[src/rtl/fifo_fwft_flags.sv]
// Single-clock first-word-fall-through FIFO with registered status flags,
// occupancy count and one-cycle overflow/underflow pulses.
module fifo_fwft_flags #(
  parameter int DATA_WIDTH    = 8,
  parameter int ADDR_WIDTH    = 4,
  parameter int AFULL_THRESH  = (2**ADDR_WIDTH) - 2,
  parameter int AEMPTY_THRESH = 1
) (
  input  logic                  clk,
  input  logic                  rst_n,
  input  logic                  flush,
  input  logic [DATA_WIDTH-1:0] din,
  input  logic                  wr_en,
  output logic                  full,
  output logic                  almost_full,
  output logic [DATA_WIDTH-1:0] dout,
  input  logic                  rd_en,
  output logic                  empty,
  output logic                  almost_empty,
  output logic [ADDR_WIDTH:0]   count,
  output logic                  overflow,
  output logic                  underflow
);

  localparam int DEPTH = 2**ADDR_WIDTH;
  localparam logic [ADDR_WIDTH:0] DEPTH_C  = (ADDR_WIDTH+1)'(DEPTH);
  localparam logic [ADDR_WIDTH:0] AFULL_C  = (ADDR_WIDTH+1)'(AFULL_THRESH);
  localparam logic [ADDR_WIDTH:0] AEMPTY_C = (ADDR_WIDTH+1)'(AEMPTY_THRESH);
  localparam logic [ADDR_WIDTH:0] TWO_C    = (ADDR_WIDTH+1)'(2);

  logic [DATA_WIDTH-1:0] mem_r [DEPTH];
  logic [ADDR_WIDTH-1:0] wr_ptr_r, rd_ptr_r;
  logic [ADDR_WIDTH:0]   count_r;
  logic [DATA_WIDTH-1:0] dout_r;
  logic                  full_r, empty_r, afull_r, aempty_r, ovf_r, unf_r;

  logic                  wr_ok_s, rd_ok_s;
  logic [ADDR_WIDTH-1:0] wr_ptr_nxt_s, rd_ptr_nxt_s, rd_ptr_inc_s;
  logic [ADDR_WIDTH:0]   count_nxt_s;
  logic [DATA_WIDTH-1:0] dout_nxt_s;

  assign full         = full_r;
  assign empty        = empty_r;
  assign almost_full  = afull_r;
  assign almost_empty = aempty_r;
  assign count        = count_r;
  assign dout         = dout_r;
  assign overflow     = ovf_r;
  assign underflow    = unf_r;

  // Acceptance, next pointers/count and next head word.
  always_comb begin
    wr_ok_s      = wr_en & ~full_r;
    rd_ok_s      = rd_en & ~empty_r;
    rd_ptr_inc_s = rd_ptr_r + ADDR_WIDTH'(1);
    wr_ptr_nxt_s = wr_ok_s ? (wr_ptr_r + ADDR_WIDTH'(1)) : wr_ptr_r;
    rd_ptr_nxt_s = rd_ok_s ? rd_ptr_inc_s : rd_ptr_r;
    count_nxt_s  = count_r + (ADDR_WIDTH+1)'(wr_ok_s) - (ADDR_WIDTH+1)'(rd_ok_s);
    dout_nxt_s   = dout_r;
    // With one word left, a same-cycle write becomes the new head straight from din.
    if (rd_ok_s) begin
      if (count_r >= TWO_C) begin
        dout_nxt_s = mem_r[rd_ptr_inc_s];
      end else if (wr_ok_s) begin
        dout_nxt_s = din;
      end else begin
        dout_nxt_s = dout_r;
      end
    end else if (wr_ok_s && empty_r) begin
      dout_nxt_s = din;
    end else begin
      dout_nxt_s = dout_r;
    end
  end

  // Storage array; never reset, only read once rewritten.
  always_ff @(posedge clk) begin
    if (rst_n && wr_ok_s && !flush) begin
      mem_r[wr_ptr_r] <= din;
    end
  end

  // Pointers, occupancy, registered flags, head word and error pulses.
  always_ff @(posedge clk or negedge rst_n) begin
    if (!rst_n) begin
      wr_ptr_r <= {ADDR_WIDTH{1'b0}};
      rd_ptr_r <= {ADDR_WIDTH{1'b0}};
      count_r  <= {(ADDR_WIDTH+1){1'b0}};
      full_r   <= 1'b0;
      empty_r  <= 1'b1;
      afull_r  <= 1'b0;
      aempty_r <= 1'b1;
      dout_r   <= {DATA_WIDTH{1'b0}};
      ovf_r    <= 1'b0;
      unf_r    <= 1'b0;
    end else if (flush) begin
      wr_ptr_r <= {ADDR_WIDTH{1'b0}};
      rd_ptr_r <= {ADDR_WIDTH{1'b0}};
      count_r  <= {(ADDR_WIDTH+1){1'b0}};
      full_r   <= 1'b0;
      empty_r  <= 1'b1;
      afull_r  <= 1'b0;
      aempty_r <= 1'b1;
      ovf_r    <= 1'b0;
      unf_r    <= 1'b0;
    end else begin
      wr_ptr_r <= wr_ptr_nxt_s;
      rd_ptr_r <= rd_ptr_nxt_s;
      count_r  <= count_nxt_s;
      full_r   <= (count_nxt_s == DEPTH_C);
      empty_r  <= (count_nxt_s == {(ADDR_WIDTH+1){1'b0}});
      afull_r  <= (count_nxt_s >= AFULL_C);
      aempty_r <= (count_nxt_s <= AEMPTY_C);
      dout_r   <= dout_nxt_s;
      ovf_r    <= wr_en & full_r;
      unf_r    <= rd_en & empty_r;
    end
  end

endmodule

[config.mk]
export PLATFORM = sky130hd
export DESIGN_NAME = fifo_fwft_flags
export DESIGN_NICKNAME = d
export VERILOG_FILES = /design/src/rtl/fifo_fwft_flags.sv
export SDC_FILE = /design/constraint.sdc
export NUM_CORES = 1
export LEC_CHECK = 0
export ABC_AREA = 0
export CORE_ASPECT_RATIO = 1.25
export CORE_UTILIZATION = 41
export CTS_CLUSTER_SIZE = 25
export DETAILED_ROUTE_END_ITERATION = 16
export PLACE_DENSITY = 0.54
export SLEW_MARGIN = 10
export SYNTH_ARGS = -nofsm -noshare
export SYNTH_HDL_FRONTEND = slang
export SYNTH_SLANG_ARGS = --single-unit
[constraint.sdc]
create_clock -name clk -period 2.8 [get_ports clk]
set_input_delay 0.56 -clock clk [delete_from_list [all_inputs] [get_ports clk]]
set_output_delay 0.56 -clock clk [all_outputs]
set_load 0.01 [all_outputs]
==> impl_metrics.tcl <==
set metrics [dict create \
    status "complete, no violations" \
    critPathKind "input port to register" \
    drcViolationCount 0 \
    yosys.area_share.adder 0.0302 \
    cts_hold_buf 0 \
    r2r-start "rd_ptr_r[1]" \
    synth_xor_area_frac 0.0176 \
    yosys.area.top_type "edfxtp_1" \
    clock_path_buffers 2 \
    min_from "dout[5]" \
    finalWirelength_um 13700 \
    ys_warn_count 0 \
    firstDrtPassIters 4 \
    antenna_found_initial 0 \
    num_rows 50 \
    min_path_type "register to register" \
    clkTransAtPathRegs_ns 0.06 \
    arrival_ns 2.95 \
    diodes 0 \
    start_util 0.425 \
    grt_util_all_layers 0.186 \
    die_h_um 142 \
    yosysTopAreaCellShare 0.595 \
    cts_setup_buffers 0 \
    avgSynthCellArea_um2 17.5 \
    yosysSeqAreaShare 0.700 \
    drtAntennaViolNets 0 \
    cts_num_sinks 155 \
    timing.fmax_mhz 384 \
    drv_cap 0 \
    synthMuxAreaShare 0.115 \
    overflow 0 \
    die_area_um2 16300 \
    skew_ns 0.00758 \
    io_pins 32 \
    slew_violations 0 \
    synth_top_family_by_area "multiplexers" \
    placed_cells 622 \
    h-tree-depth 4 \
    drt_iter0_markers 185 \
    synth_seq_cells 155 \
    finalNonFillerCells 654 \
    synth_ff_type "edfxtp_1" \
    drive_gt1_frac 0.231 \
    maxSlewHeadroom 0.529 \
    rsz0062_at_grt "no" \
    grt_pass1_wl_um 21000 \
    hold_slack_ns 0.514 \
    via_per_inst 5.22 \
    tns_ns 0 \
    insertion_delay_ns 0.43 \
    synth_edf_count 128 \
    leakage_uw 0.00269 \
    grt_max_degree 37 \
    hold_viol 0 \
    use_met3 0.0362 \
    use_met1 0.225 \
    finalCriticalPeriod_ns 2.61 \
    synth_fp_nets 396 \
    synthSimpleGateAreaFrac 0.0671 \
    die_x_um 114 \
    ys_types 40 \
    vias 3416 \
    ir_worst_vdd_v 0.000416 \
    synth_cells 368 \
    wire_per_inst_um 20.9 \
    cts_buffers 17 \
    synth_area_leaders "edfxtp_1 (60%), mux4_2 (11%), dfrtp_1 (9.7%), ha_1 (2.7%), nor2_1 (1.7%)" \
    place_hpwl_um 9050 \
    syn2layout_area_growth_pct 20.9 \
    place_congestion 0.826 \
    startpoint "wr_en" \
    post-route-util 0.514 \
    start_kind "input port" \
    worst_pin_slew_ns 0.704 \
    fin_nets 461 \
    grt_pass1_vias 3595 \
    power_density_nw_per_um2 885 \
    portBuffers 31 \
    required_ns 3.14 \
    synth_async_sr_flop_share 0.174 \
    coreArea_um2 15200 \
    use_met2 0.325 \
    fin_crit_sh 0.931 \
    cts_tree "done" \
    setup_viol 0 \
    root_buffer "clkbuf_16" \
    syn_area_um2 6460 \
    synth-compound-area-share 0.0457 \
    cp_max_fo 3 \
    end_kind "register" \
    grt.busiest_layer "met2" \
    fill_cells 1275 \
]
==> sequential cells by signal (all words and copies together), names as in the netlist, 4 cells and up <==
name,flops
dout,8
mem_r,128
rd_ptr_r,4
wr_ptr_r,4
count,5
==> layout by cell type (no fill, tap or decap), types with 3 or more instances in the layout <==
master,count
clkdlybuf4s50_1,31
nor3b_1,7
ha_1,14
clkbuf_16,17
a211oi_1,8
buf_4,31
nand2_1,14
a21oi_1,5
nand2b_1,3
inv_6,4
dfrtp_1,24
inv_1,11
xnor2_1,4
nor2b_1,6
nor3_1,6
and2_1,9
a221o_1,7
nor2_1,29
o22a_1,7
bufinv_16,3
clkinv_4,5
xor2_1,9
edfxtp_1,128
mux4_2,32
==> per-layer routing <==
metal | wire [um] | share of wire
met5 | 0 | 0
met4 | 249 | 0.018
met3 | 356 | 0.026
met2 | 7120 | 0.52
met1 | 5940 | 0.43
==> power breakdown <==
part	total (uW)	internal (uW)	switching, uW
logic	1770	921	851
clock network	2370	1420	955
registers	2760	2650	107
==> cell usage after synthesis (6+ instances only) <==
library cell / instances
a211oi_1: 8
a221o_1: 7
and2_1: 9
clkbuf_1: 8
dfrtp_1: 25
edfxtp_1: 128
ha_1: 14
inv_1: 11
mux4_2: 32
nand2_1: 14
nor2_1: 29
nor2b_1: 7
nor3_1: 6
nor3b_1: 7
o22a_1: 7
xor2_1: 9
==> cell families (layout without fill, tap and decap cells) <==
kind of cell	after synthesis	in the layout
DFF	155	155
and+or+nand+nor	85	85
AOI/OAI and AO/OA	37	37
muxes	34	34
buffers and inverters	29	107
adders and majority gates	15	15
xor gates and xnor gates	13	13
==> through the flow <==
step,area (um2),setup WS [ns],total power (uW)
global route,7810,0.0520,7200
global placement,7190,-0.394,4530
CTS,7800,0.0208,6930
floorplan,6460,0.0287,3890
finish,7810,0.193,6910
detailed placement,7190,-0.415,4570
==> cell type report <==
type                       count  area (um2)  share of cell area
clock inverter                15         188              0.0240
timing repair buffer          64         583              0.0747
multi-input combinational    184        1790               0.229
clock buffer                  17         425              0.0545
sequential                   155        4520               0.579
tap                          208         260              0.0333
inverter                      11        41.3             0.00529
==> final timing paths <==
check	cells past startpoint	slack, ns	endpoint
setup reg to reg	7	0.34	dout[3]
min in group asynchronous	2	0.57	full
hold reg to reg	1	0.51	dout[5]
setup / recovery	10	0.19	empty
max in group asynchronous	2	1.93	empty
hold / removal	1	0.51	dout[5]
==> worst max-delay path, cell delays in order <==
cell and delay (ns):
clkdlybuf4s50_1 0.48, nor2b_2 0.16, inv_1 0.07, ha_1 0.27
inv_1 0.04, ha_1 0.19, fa_1 0.40, xor2_1 0.17
or3b_4 0.42, o31ai_2 0.18
==> timing repair <==
action	4_1_cts	5_1_grt
endpoints found under the setup margin	0	3
resized for setup	0	4
endpoints found under the hold margin	0	0
(Power assumes the default switching activity.)
